==> src/rtl/loader_pkg.sv <==
// Shared definitions for the boot-time RAM image loader.
// Latency: n/a (constants and types only).
// Backpressure: n/a.
package loader_pkg;

  // Frame start byte recognised while idle.
  localparam logic [7:0] MAGIC = 8'hA5;

  // Width of the running wrap-around checksum.
  localparam int CSUM_W = 8;

  // Loader FSM states, in frame order.
  typedef enum logic [2:0] {
    ST_IDLE    = 3'd0,
    ST_LEN_LO  = 3'd1,
    ST_LEN_HI  = 3'd2,
    ST_DATA_LO = 3'd3,
    ST_DATA_HI = 3'd4,
    ST_CSUM    = 3'd5
  } state_t;

endpackage

==> src/rtl/loader_timer.sv <==
// Idle-gap watchdog: counts clocks since the last accepted byte while enabled.
// Latency: expired is combinational from the count; it asserts TIMEOUT_CYCLES-1 clocks after clr.
// Backpressure: none; clr/en are sampled every cycle.
//
// Ports:
//   clk, resetq  clock and asynchronous active-low reset
//   clr          restart the count (a byte was accepted)
//   en           count only while a frame is in progress; count is held at 0 otherwise
//   expired      high during the cycle in which the idle limit is reached
module loader_timer #(
  parameter int TIMEOUT_CYCLES = 1000000
) (
  input  logic clk,
  input  logic resetq,
  input  logic clr,
  input  logic en,
  output logic expired
);

  localparam int CW = (TIMEOUT_CYCLES < 2) ? 1 : $clog2(TIMEOUT_CYCLES);

  logic [CW-1:0] count;

  // count holds the number of completed idle clocks; the limit is reached in the
  // cycle where count == TIMEOUT_CYCLES-1, so the owner reacts on the
  // TIMEOUT_CYCLES-th edge after the last byte. A zero limit never fires.
  always_comb begin
    expired = (TIMEOUT_CYCLES != 0) && en && (count == CW'(TIMEOUT_CYCLES - 1));
  end

  always_ff @(posedge clk or negedge resetq) begin
    if (!resetq) begin
      count <= '0;
    end else if (clr || !en) begin
      count <= '0;
    end else if (!expired) begin
      count <= count + CW'(1);
    end
  end

endmodule

==> src/rtl/ram_loader.sv <==
// Boot loader: frames UART bytes (A5, LEN16, LEN little-endian words, CSUM) into sequential RAM writes.
// Latency: write/status outputs are registered, one cycle after the accepted byte.
// Backpressure: none; every rx_valid strobe is consumed, including back-to-back strobes.
//
// Ports:
//   clk, resetq          clock and asynchronous active-low reset
//   rx_valid, rx_data    one-cycle received-byte strobe and byte
//   addr, wdata, we      RAM port B write (we is a one-cycle pulse)
//   busy                 frame in progress (holds the CPU in reset)
//   done, err            sticky result of the last frame; cleared by the next MAGIC
module ram_loader
  import loader_pkg::*;
#(
  parameter int LOG2ABITS      = 12,
  parameter int DWIDTH         = 16,      // only 16 is supported
  parameter int TIMEOUT_CYCLES = 1000000
) (
  input  logic                 clk,
  input  logic                 resetq,
  input  logic                 rx_valid,
  input  logic [7:0]           rx_data,
  output logic [LOG2ABITS-1:0] addr,
  output logic [DWIDTH-1:0]    wdata,
  output logic                 we,
  output logic                 busy,
  output logic                 done,
  output logic                 err
);

  // One extra index bit so a full-depth image (LEN == depth) terminates cleanly.
  localparam int          IW    = LOG2ABITS + 1;
  localparam logic [16:0] DEPTH = 17'(1) << LOG2ABITS;

  state_t            state;
  logic [15:0]       len;
  logic [IW-1:0]     idx;
  logic [7:0]        lo_byte;
  logic [CSUM_W-1:0] sum;

  logic              tmo;
  logic [15:0]       len_full;
  logic [IW-1:0]     idx_nxt;
  logic [CSUM_W-1:0] sum_nxt;

  loader_timer #(
    .TIMEOUT_CYCLES(TIMEOUT_CYCLES)
  ) u_timer (
    .clk    (clk),
    .resetq (resetq),
    .clr    (rx_valid),
    .en     (busy),
    .expired(tmo)
  );

  always_comb begin
    len_full = {rx_data, len[7:0]};
    idx_nxt  = idx + IW'(1);
    sum_nxt  = sum + CSUM_W'(rx_data);
  end

  always_ff @(posedge clk or negedge resetq) begin
    if (!resetq) begin
      state   <= ST_IDLE;
      len     <= '0;
      idx     <= '0;
      lo_byte <= '0;
      sum     <= '0;
      addr    <= '0;
      wdata   <= '0;
      we      <= 1'b0;
      busy    <= 1'b0;
      done    <= 1'b0;
      err     <= 1'b0;
    end else begin
      we <= 1'b0;
      // The watchdog wins over a byte arriving in the same cycle; that byte is dropped.
      if (busy && tmo) begin
        state <= ST_IDLE;
        busy  <= 1'b0;
        err   <= 1'b1;
      end else if (rx_valid) begin
        case (state)
          ST_IDLE: begin
            if (rx_data == MAGIC) begin
              state <= ST_LEN_LO;
              busy  <= 1'b1;
              done  <= 1'b0;
              err   <= 1'b0;
              sum   <= '0;
              idx   <= '0;
            end
          end
          ST_LEN_LO: begin
            len[7:0] <= rx_data;
            sum      <= sum_nxt;
            state    <= ST_LEN_HI;
          end
          ST_LEN_HI: begin
            len[15:8] <= rx_data;
            sum       <= sum_nxt;
            if ({1'b0, len_full} > DEPTH) begin
              state <= ST_IDLE;
              busy  <= 1'b0;
              err   <= 1'b1;
            end else if (len_full == 16'd0) begin
              state <= ST_CSUM;
            end else begin
              state <= ST_DATA_LO;
            end
          end
          ST_DATA_LO: begin
            lo_byte <= rx_data;
            sum     <= sum_nxt;
            state   <= ST_DATA_HI;
          end
          ST_DATA_HI: begin
            addr  <= idx[LOG2ABITS-1:0];
            wdata <= DWIDTH'({rx_data, lo_byte});
            we    <= 1'b1;
            idx   <= idx_nxt;
            sum   <= sum_nxt;
            state <= (16'(idx_nxt) == len) ? ST_CSUM : ST_DATA_LO;
          end
          ST_CSUM: begin
            state <= ST_IDLE;
            busy  <= 1'b0;
            if (rx_data == sum) done <= 1'b1;
            else                err  <= 1'b1;
          end
          default: state <= ST_IDLE;
        endcase
      end
    end
  end

endmodule

==> config.mk <==
export PLATFORM = sky130hd
export DESIGN_NAME = ram_loader
export DESIGN_NICKNAME = d
export VERILOG_FILES = /design/src/rtl/loader_pkg.sv /design/src/rtl/loader_timer.sv /design/src/rtl/ram_loader.sv
export SDC_FILE = /design/constraint.sdc
export NUM_CORES = 1
export LEC_CHECK = 0
export CORE_MARGIN = 5
export CORE_UTILIZATION = 45
export CTS_BUF_LIST = sky130_fd_sc_hd__clkbuf_8
export DETAILED_ROUTE_END_ITERATION = 16
export GPL_ROUTABILITY_DRIVEN = 1
export REMOVE_ABC_BUFFERS = 1
export SETUP_SLACK_MARGIN = 0.5
export SYNTH_ARGS = -nofsm -noshare
export SYNTH_HDL_FRONTEND = slang
export SYNTH_SLANG_ARGS = --single-unit
==> constraint.sdc <==
create_clock -name clk -period 3.9 [get_ports clk]
set_clock_uncertainty 0.1 [all_clocks]
set_input_delay 0.78 -clock clk [delete_from_list [all_inputs] [get_ports clk]]
set_output_delay 0.78 -clock clk [all_outputs]
set_load 0.03 [all_outputs]
* After elaboration in Yosys (flattened, before gate mapping)
Cells that the tools add are included.
** Storage, ports and cells
- Bits of input ports :: 11
- Output and inout port bits :: 32
- Flip-flop bits (word level) :: 100
- Logic and storage cells :: 84
** Cells by class
- Mux-type cells :: 29
- Reduce and logical (&&, ||, !) cells :: 22
- Add/sub/neg operators :: 3
- Eq/ne operators :: 15
- Order comparisons :: 1
- Bitwise operators :: 1
** Operators by type and width (number)
- $mux 20 :: 2
- $pmux 13 s2 :: 1
- $add 20x1->20 const B :: 1
- $eq 20x20->1 const B :: 1
- $mux 3 :: 6
- $eq 13x16->1 :: 1
- $gt 16x13->1 const B :: 1
- $logic_not 16->1 :: 1
- $pmux 8 s2 :: 1
- $pmux 3 s5 :: 1
- $add 13x1->13 const B :: 1
- $mux 1 :: 13
- $mux 13 :: 1
- $reduce_and 3->1 :: 4
- $reduce_and 4->1 :: 3
- $reduce_and 5->1 :: 2
- $ne 3x3->1 const B :: 3
- $add 8x8->8 :: 1
- $eq 8x8->1 :: 1
- $eq 8x8->1 const B :: 1
- $mux 8 :: 1
- $reduce_bool 2->1 :: 4
- $eq 3x2->1 const B :: 2
- $eq 3x3->1 const B :: 2
- other kinds (13) :: 16

* Longest topological paths before layout
Gate-level depths: netlist (run 1).
- Depth in word-level cells :: 6
- Mapped depth :: 8
- Depth with buffers taken out :: 8

* By module
From an unflattened synthesis (run 1), not the netlist that was laid out.
** Unflattened totals
- Cell total of the unflattened synthesis :: 547
- Area total of the unflattened synthesis :: 5281.3 µm²
** Modules (own cells, without submodules)
- ram_loader :: instances 1, cells each 431, area each 4157.7 µm²
- loader_timer :: instances 1, cells each 116, area each 1123.6 µm²

* Worst setup path before layout (run 1)
Ideal clock, no wire load.
- Path kind :: input -> register
- From :: input port rx_data[0]
- To :: register sum[6]
- Required time :: 3676 ps
- Path buffers :: 0
- Setup slack :: 1328 ps
- Data arrival time :: 2347 ps
- Stages :: 8
- Path through :: ha_1 -> fa_1 -> a21o_1 -> a311o_1 -> a21oi_1 -> xor2_1 -> a211o_1 -> nand3_1
** Between the ends
- Longest elaborated chain between the ends :: 3
- Elaborated cells between the ends (all ways) :: 5
** RTL lines
- start: declaration :: line ram_loader.sv:21 : input logic [7:0] rx_data,
- parallel branches: the longest is 3 deep, another holds $add 8x8->8
- end signal: assignment :: line ram_loader.sv:95 : sum <= sum_nxt;
- end signal: assignment :: line ram_loader.sv:100 : sum <= sum_nxt;
- end signal: assignment :: line ram_loader.sv:113 : sum <= sum_nxt;
- end: declaration :: line ram_loader.sv:38 : logic [CSUM_W-1:0] sum;
Parallel ways; which one is timed is not known.
A chain may end at the register's enable or synchronous reset.

* Final worst setup path (run 1)
- From :: input port rx_data[1]
- To :: register idx[7]
** Between the ends
- Longest elaborated chain between the ends :: 3
** RTL lines
- $eq 8x8->1 :: line ram_loader.sv:84 : if (rx_data == MAGIC) begin
- $ne 2x2->1 (no line)
- $reduce_and 4->1 (no line)
- end signal: assignment :: line ram_loader.sv:120 : idx <= idx_nxt;
- end: declaration :: line ram_loader.sv:36 : logic [IW-1:0] idx;
Every way passes these cells.

==> flow_metrics.py, run 1 <==
metrics = {
    "run_status": {
        "status": "complete, no violations",
    },
    "cells_and_area": {
        "drive_gt1_share_pct": 11.2,
        "final_util_pct": 52.7,
        "nets": 596,
        "seqCellArea_sq_mm": 0.00250,
        "synthToLayoutAreaGrowth_pct": 14.5,
        "n_antenna_cell": 0,
        "multi_input_area_sq_mm": 0.00263,
        "fillCellCount": 1084,
    },
    "clocking": {
        "cts-root-buf": "clkbuf_8",
        "cts.htree.levels": 3,
        "cts.clk_slew.worst_paths_ps": 100,
        "cts_made_buffers": 9,
        "postCtsSetupRepairBufs": 0,
        "cts_resized": 0,
        "cts_tree": "yes",
        "clk_path_buf_depth": 2,
        "clkLatencyLatePin_ps": 390,
        "cts.sinks": 100,
        "hold_buffers": 0,
    },
    "floorplan": {
        "die_area_sq_mm": 0.0139,
        "num_io_pins": 43,
        "die_w_um": 118,
        "die_y_um": 118,
        "core_sq_mm": 0.0114,
        "num_rows": 39,
        "start_util_pct": 46.1,
    },
    "grt": {
        "met3_usage_pct": 3.03,
        "use_met2_pct": 29.5,
        "globalRoute.totalOverflow": 0,
        "grt_pass1_wl_mm": 21.3,
        "grt.busiest_layer": "met2",
        "antenna_found_initial": 0,
        "globalRouteTotalUtil_pct": 18.6,
        "grt_pass1_vias": 4033,
        "grt_max_degree": 84,
        "grtUsageMet1_pct": 25.7,
    },
    "critical_path": {
        "startpoint": "rx_data[1]",
        "crit_arrival_ps": 3120,
        "reg2reg_setup_slack_ps": 1170,
        "crit_fanout": 10,
        "crit_type": "in -> reg",
        "reg2reg_depth": 7,
        "reg2reg_to": "state[2]",
        "cpMaxStageDelayCell": "clkdlybuf4s50_1",
        "critPathMaxStageDelay_ps": 600,
        "worstReg2RegStart": "idx[0]",
        "cp.buffers_inverters": 1,
        "crit_family": "simple AND/OR/NAND/NOR gates",
        "critPathLaunchType": "input port",
        "critPathRequiredTime_ps": 4080,
        "end_kind": "flop",
        "crit_chain": "clkdlybuf4s50_1 > or4_1 > nor2_1 > o31ai_1 > nor2_2 > o21ai_0 > a22o_1",
    },
    "routing": {
        "routedWlPerCell_um": 17.4,
        "antenna_left": 0,
        "route.detailed.drc": 0,
        "routed_wl_mm": 12.6,
        "dr.pass1.iters": 5,
        "dr_total_vias": 4053,
        "drt-initial-drc-count": 302,
        "vias_per_cell": 5.61,
    },
    "synthesis": {
        "yosys.area.top_type": "dfrtp_1",
        "synth_edf_count": 0,
        "ys_seq_elements": 100,
        "synthFlopType": "dfrtp_1",
        "synth_top_area_share_pct": 47.6,
        "async_reset_ff_share_pct": 100,
        "synth_area_leaders": "dfrtp_1, nand2_1, xnor2_1",
        "ys_types": 65,
        "yosysWarnings": 0,
        "yosys-top-cells-count": "nand2_1, dfrtp_1, nor2_1",
        "synth_seq_area_share_pct": 47.6,
        "synthMostInstantiatedCell": "nand2_1",
        "synthCells": 538,
        "synth_area_sq_mm": 0.00526,
        "avgSynthCellArea_sq_um": 9.77,
    },
    "min_path": {
        "min_path_type": "reg -> reg",
        "hold_end": "wdata[10]",
        "worstHoldStart": "wdata[10]",
        "whs_path_depth": 2,
    },
    "pwr": {
        "ir_worst_vdd_mv": 0.320,
        "power.density_mw_per_mm2": 652,
        "leakagePower_nw": 2.60,
        "total_power_mw": 3.92,
    },
    "sta": {
        "hold_viol": 0,
        "finalSetupViolations": 0,
        "fin_crit_ps": 2940,
        "worstMarginPinSlew_ps": 1050,
        "fin_crit_sh_pct": 75.4,
        "drv_slew": 0,
        "fmax_ghz": 0.340,
        "fin_ws_ps": 960,
        "rsz0062_at_grt": "false",
        "relSlewSlack_pct": 30.0,
    },
    "placement": {
        "routabilityCongestion": 0.835,
        "dp_slack_ps": 553,
        "io_buffers": 42,
        "hpwl_mm": 8.61,
    },
    "run": {
        "max_cap_violations": 0,
    },
}
worst min-delay path, cell delays in order (launching register included):
cell,delay [ps]
dfrtp_1,350
nand2_1,50
nand2_1,50
cell usage in the layout (no fill, tap or decap), drive strengths merged, types with 3 or more instances in the layout:
cell type	instances
o211ai	3
inv	11
a22oi	3
and3	4
ha	9
mux2	24
o221ai	4
nand2b	4
a22o	7
clkdlybuf4s50	41
buf	9
nand3	22
nand4	7
or4	4
xor2	15
xnor2	32
nor3	16
nor4	10
nand3b	3
clkbuf	9
o21ai	16
nor4b	4
nor2	40
o31ai	6
and4	6
nand2	113
a31oi	3
dfrtp	100
a21oi	12
and2	5
a21o	4
stage by stage:
stage | setup TNS (ps) | instances | instance area (sq um) | hold WS, ps
after floorplan | -54.6 | 514 | 5140 | 339
after global placement | 0 | 707 | 5820 | 359
after detailed placement | 0 | 707 | 5820 | 363
after CTS | 0 | 723 | 6020 | 387
after global routing | 0 | 723 | 6020 | 407
final | 0 | 723 | 6020 | 379
state kept, by name, summed over array words and instances (netlist names), 3 cells and up:
register	count
u_timer.count	20
len	16
wdata	16
idx	13
addr	12
lo_byte	8
sum	8
state	3
kinds of logic (layout without fill, tap and decap cells):
logic type / count (synthesis) / count (layout) / share of synthesized area (%)
compound gates: 74 / 74 / 9.90
xor+xnor: 47 / 47 / 7.83
fa+ha+maj: 10 / 10 / 2.52
buf+inv: 32 / 74 / 2.74
flops: 100 / 100 / 47.6
mux: 26 / 26 / 6.09
simple gates: 249 / 249 / 23.3
layer usage:
layer	wire, um	up-vias
li1	-	1950
met5	0	-
met4	244	0
met1	5910	2016
met3	452	15
met2	5990	72
power breakdown:
group	switching, mW	total, mW	internal, mW	leakage (nW)
Clock	0.396	0.697	0.301	0.102
Combinational	0.874	1.60	0.726	1.20
Sequential	0.281	1.62	1.34	1.30
Total	1.55	3.92	2.37	2.60
worst max path at each step:
stage,end,slack (ps),cells past startpoint
6_report,idx[7],960,7
2_1_floorplan,idx[10],-50,7
5_1_grt,idx[7],770,7
3_5_place_dp,sum[0],550,7
3_3_place_gp,idx[8],590,7
4_1_cts,idx[7],970,7
final cells by class:
| class | instances | area share (%) |
|---|---|---|
| timing repair buffer | 50 | 7.94 |
| inverter | 8 | 0.499 |
| clock inverter | 7 | 1.27 |
| clock buffer | 9 | 2.06 |
| multi-input combinational | 406 | 43.7 |
| sequential | 100 | 41.6 |
| tap | 143 | 2.97 |
Power figures use the tool's default switching activity.
==> inputs of run 2 (changes only) <==
clock period = 2.8 ns   (was 3.9 ns; I/O delays follow)
==> flow_metrics.py, run 2 (synthesis gave the netlist of run 1 again) <==
metrics = {
    "run_status": {
        "status": "complete, no violations",
    },
    "floorplan": {
        "core_sq_mm": 0.0114,
        "start_util_pct": 46.1,
        "num_io_pins": 43,
        "num_rows": 39,
        "die_y_um": 118,
        "die_w_um": 118,
        "die_area_sq_mm": 0.0139,
    },
    "routing": {
        "routed_wl_mm": 12.7,
        "antenna_left": 0,
        "dr_total_vias": 4139,
        "vias_per_cell": 5.47,
        "routedWlPerCell_um": 16.7,
        "drt-initial-drc-count": 292,
        "dr.pass1.iters": 4,
        "route.detailed.drc": 0,
    },
    "grt": {
        "grt_max_degree": 101,
        "globalRouteTotalUtil_pct": 18.9,
        "grt.busiest_layer": "met2",
        "grtUsageMet1_pct": 25.0,
        "use_met2_pct": 31.0,
        "globalRoute.totalOverflow": 0,
        "met3_usage_pct": 3.22,
        "grt_pass1_vias": 4251,
        "antenna_found_initial": 0,
        "grt_pass1_wl_mm": 21.6,
    },
    "clocking": {
        "hold_buffers": 0,
        "clkLatencyLatePin_ps": 380,
        "cts.htree.levels": 3,
        "cts.sinks": 100,
        "cts-root-buf": "clkbuf_8",
        "cts_made_buffers": 9,
        "cts_tree": "yes",
        "cts.clk_slew.worst_paths_ps": 100,
        "clk_path_buf_depth": 2,
    },
    "cells_and_area": {
        "layout_commonest_cell": "nand2_1",
        "n_antenna_cell": 0,
        "fin_cells": 756,
        "nets": 629,
        "top_register": "u_timer.count",
        "final_cell_mix": "nand2_1, dfrtp_1, nor2_1, buf_4, clkdlybuf4s50_1",
        "reg_top3": "u_timer.count x20, len x16, wdata x16",
        "fillCellCount": 1002,
        "largest_register_ffs": 20,
        "drive_gt1_share_pct": 20.9,
        "synthToLayoutAreaGrowth_pct": 23.3,
    },
    "min_path": {
        "min_path_type": "in -> async",
    },
    "pwr": {
        "ir_worst_vdd_mv": 0.424,
        "total_power_mw": 5.80,
        "power.density_mw_per_mm2": 895,
        "leakagePower_nw": 2.81,
    },
    "placement": {
        "io_buffers": 42,
        "dpl.cell_count": 732,
        "hpwl_mm": 8.89,
        "dp_slack_ps": -182,
        "routabilityCongestion": 0.876,
    },
    "sta": {
        "finalSetupViolations": 0,
        "worstMarginPinSlew_ps": 576,
        "fmax_ghz": 0.435,
        "fin_tns_setup_ps": 0,
        "hold_viol": 0,
        "relSlewSlack_pct": 61.6,
        "fin_crit_sh_pct": 82.1,
        "rsz0062_at_grt": "true",
        "fin_crit_ps": 2300,
        "fin_hold_ws_ps": 90.7,
        "drv_slew": 0,
        "fin_ws_ps": 501,
    },
    "critical_path": {
        "critPathLaunchType": "flop",
        "crit_arrival_ps": 2450,
        "critPathRequiredTime_ps": 2950,
        "end_kind": "flop",
        "crit_type": "reg -> reg",
        "crit_fanout": 5,
    },
    "run": {
        "max_cap_violations": 0,
    },
}
==> run 2: changes by cell type in the layout (fill, tap and decap cells not counted), moves of 3 or more <==
cell,before,now
buf_6,0,4
dfrtp_2,0,5
dlygate4sd2_1,0,5
ha_4,0,3
buf_4,9,36
ha_1,9,4
clkdlybuf4s50_1,41,34
dfrtp_1,100,95
==> run 2: where the power goes <==
part           internal [mW]  switching, mW  total, mW  leakage [nW]
logic                   1.23           1.36       2.59          1.42
registers               1.88          0.368       2.24          1.29
clock network          0.445          0.530      0.975         0.101
==> run 2: repair_timing <==
| item | in CTS | in global routing |
|---|---|---|
| gates resized for setup | 41 | 12 |
| pin swaps | 10 | 7 |
| setup buffers | 7 | 1 |
| endpoints found under the setup margin | 48 | 31 |
==> run 2: final timing paths <==
path	cells after the start	end	start	slack [ps]
max reg2reg	7	state[1]	idx[0]	500
min reg2reg	2	addr[8]	addr[8]	380
max in group asynchronous	2	state[1]	resetq	2030
max	7	state[1]	idx[0]	500
min	2	addr[4]	resetq	90
min in group clk	2	addr[8]	addr[8]	380
==> run 2: metal layers <==
layer / vias to the layer above / wire length (um) / share of wire, %
met5: - / 0 / 0
met4: 0 / 323 / 2.6
met3: 21 / 345 / 2.7
met2: 67 / 6240 / 49
met1: 2018 / 5760 / 45
li1: 2033 / - / -
==> run 2: area by class of cell <==
type | instances | area (sq um) | area share, %
clock buffer | 10 | 138 | 2.12
clock inverter | 6 | 70.1 | 1.08
inverter | 8 | 32.5 | 0.502
multi-input combinational | 406 | 2800 | 43.1
sequential | 100 | 2510 | 38.7
tap | 143 | 179 | 2.76
timing repair buffer | 83 | 762 | 11.7
==> run 2: through the flow <==
stage          area, sq um  util (%)
2_1_floorplan         5140         -
3_3_place_gp          6030      52.8
3_5_place_dp          6030      52.8
4_1_cts               6450      56.5
5_1_grt               6490      56.8
6_report              6490      56.8
==> run 2: critical path, stage by stage, from the launching register on <==
cell	delay, ps
dfrtp_1	440
ha_4	190
nand3_2	100
xnor2_1	150
or4_4	490
a2111o_1	420
nor3_2	170
o21ai_0	120
==> inputs of run 3 (changes only) <==
clock period = 2.3 ns   (was 2.8 ns; I/O delays follow)
==> flow_metrics.py, run 3 (synthesis gave the netlist of run 1 again) <==
metrics = {
    "run_status": {
        "status": "finished with violations",
        "violations": "setup timing",
    },
    "min_path": {
        "whs_path_depth": 2,
        "hold_end": "wdata[13]",
        "min_path_type": "reg -> reg",
        "worstHoldStart": "wdata[13]",
    },
    "routing": {
        "routed_wl_mm": 15.9,
        "dr.pass1.iters": 4,
        "dr_total_vias": 4700,
        "wl_met2_mm": 8.33,
        "antenna_left": 0,
        "route.detailed.drc": 0,
        "vias_per_cell": 5.60,
        "drt-initial-drc-count": 326,
        "route.met3.wl_um": 608,
        "routedWlPerCell_um": 18.9,
        "met1_length_mm": 6.44,
        "top_layer": "met4",
    },
    "pwr": {
        "p_int_mw": 4.92,
        "p_clk_share_pct": 14.5,
        "swShare_pct": 40.0,
        "p_sw_mw": 3.28,
        "power.density_mw_per_mm2": 1010,
        "p_seq_share_pct": 33.6,
        "ir_worst_vdd_mv": 0.774,
        "p_comb_share_pct": 51.9,
        "leakagePower_nw": 3.74,
    },
    "clocking": {
        "clk_path_buf_depth": 2,
        "cts-root-buf": "clkbuf_8",
        "cts_tree": "yes",
        "cts.htree.levels": 3,
        "clkLatencyLatePin_ps": 390,
        "cts_made_buffers": 9,
        "cts.clk_slew.worst_paths_ps": 100,
        "cts.sinks": 100,
    },
    "placement": {
        "io_buffers": 42,
        "hpwl_mm": 9.55,
        "routabilityCongestion": 0.873,
        "dpl.cell_count": 775,
    },
    "cells_and_area": {
        "synthToLayoutAreaGrowth_pct": 53.8,
        "layout_commonest_cell": "dfrtp_1",
        "seqCellArea_sq_mm": 0.00250,
        "final_util_pct": 70.8,
        "n_antenna_cell": 0,
        "top_register": "u_timer.count",
        "reg_top3": "u_timer.count x20, len x16, wdata x16",
        "final_cell_mix": "dfrtp_1, buf_4, nand2_1, buf_6, nand2_2",
        "fillCellCount": 830,
        "drive_gt1_share_pct": 44.3,
        "largest_register_ffs": 20,
        "multi_input_area_sq_mm": 0.00350,
        "fin_cells": 839,
        "nets": 712,
    },
    "critical_path": {
        "reg2reg_to": "state[2]",
        "reg2reg_depth": 8,
        "critPathLaunchType": "flop",
        "worstReg2RegStart": "idx[0]",
        "critPathRequiredTime_ps": 2530,
        "crit_type": "reg -> reg",
        "reg2reg_setup_slack_ps": -140,
        "crit_fanout": 2,
        "end_kind": "flop",
        "crit_arrival_ps": 2670,
    },
    "sta": {
        "fmax_ghz": 0.409,
        "fin_tns_setup_ps": -208,
        "rsz0062_at_grt": "true",
        "drv_slew": 0,
        "worstMarginPinSlew_ps": 690,
        "fin_ws_ps": -143,
        "fin_crit_ps": 2440,
        "hold_viol": 0,
        "relSlewSlack_pct": 53.9,
        "finalSetupViolations": 2,
        "fin_crit_sh_pct": 106,
    },
    "floorplan": {
        "start_util_pct": 46.1,
        "die_y_um": 118,
        "die_area_sq_mm": 0.0139,
        "core_sq_mm": 0.0114,
        "die_w_um": 118,
        "num_rows": 39,
        "num_io_pins": 43,
    },
    "run": {
        "max_cap_violations": 0,
    },
    "grt": {
        "grt_pass1_wl_mm": 25.8,
        "globalRoute.totalOverflow": 0,
        "grt_pass1_vias": 4982,
        "antenna_found_initial": 0,
        "globalRouteTotalUtil_pct": 22.8,
        "grt_max_degree": 59,
    },
}
==> run 3: cell types whose count changed in the layout (fill, tap and decap cells not counted), sizes merged, moves of 6 or more <==
cell / delta
dlygate4sd2: +18
clkdlybuf4s15: +8
clkbuf: +6
buf: +83
clkdlybuf4s50: -33
==> run 3: final cells by class <==
type	count	share of cell area, %
Clock buffer	9	1.53
Multi-Input combinational cell	406	43.2
Sequential cell	100	31.0
Clock inverter	7	1.01
Timing Repair Buffer	166	20.6
Inverter	8	0.402
Tap cell	143	2.21
==> run 3: worst max-delay path by stage <==
stage	start	end	cells after the start
after floorplan	busy	idx[10]	7
after global placement	rx_data[0]	sum[6]	9
after detailed placement	rx_data[0]	sum[6]	9
after CTS	idx[0]	state[2]	8
after global routing	idx[0]	state[2]	8
final	idx[0]	state[2]	8
==> run 3: worst max-delay path: stages (launching register included) <==
cell and delay [ps]:
dfrtp_1 430, ha_4 280, xnor2_2 170, nand3_1 110, or4_4 540, a2111o_1 340, nor4_2 150, buf_4 160
o21a_1 100
==> run 3: power by group through the flow <==
stage,Sequential (mW),Combinational (mW),Clock (mW)
after floorplan,3.02,1.55,0
after global routing,2.81,4.56,1.30
after CTS,2.71,3.92,1.24
final,2.75,4.25,1.19
after detailed placement,2.70,3.20,0
after global placement,2.67,3.12,0
==> run 3: stage by stage <==
step	power (mW)	area [sq um]	hold slack (ps)	setup slack [ps]
2_1_floorplan	4.57	5140	64.4	-1650
4_1_cts	7.88	7760	372	-133
6_report	8.19	8090	369	-143
3_3_place_gp	5.79	6390	356	-552
3_5_place_dp	5.89	6390	362	-597
5_1_grt	8.67	8090	365	-212
==> run 3: repair_timing <==
action | in CTS | in global routing
hold buffers | 1 | 0
pin swaps | 88 | 62
buffers inserted | 31 | 9
setup endpoints to repair | 126 | 104
resized for setup | 236 | 74
hold endpoints to repair | 100 | 0
gates cloned | 6 | 1
==> run 3: layer usage <==
metal  vias to the layer above  GRT usage, %
met1                      2358          27.2
li1                       2200             -
met3                        31          5.33
met5                         -             0
met4                         0          8.60
met2                       111          39.8
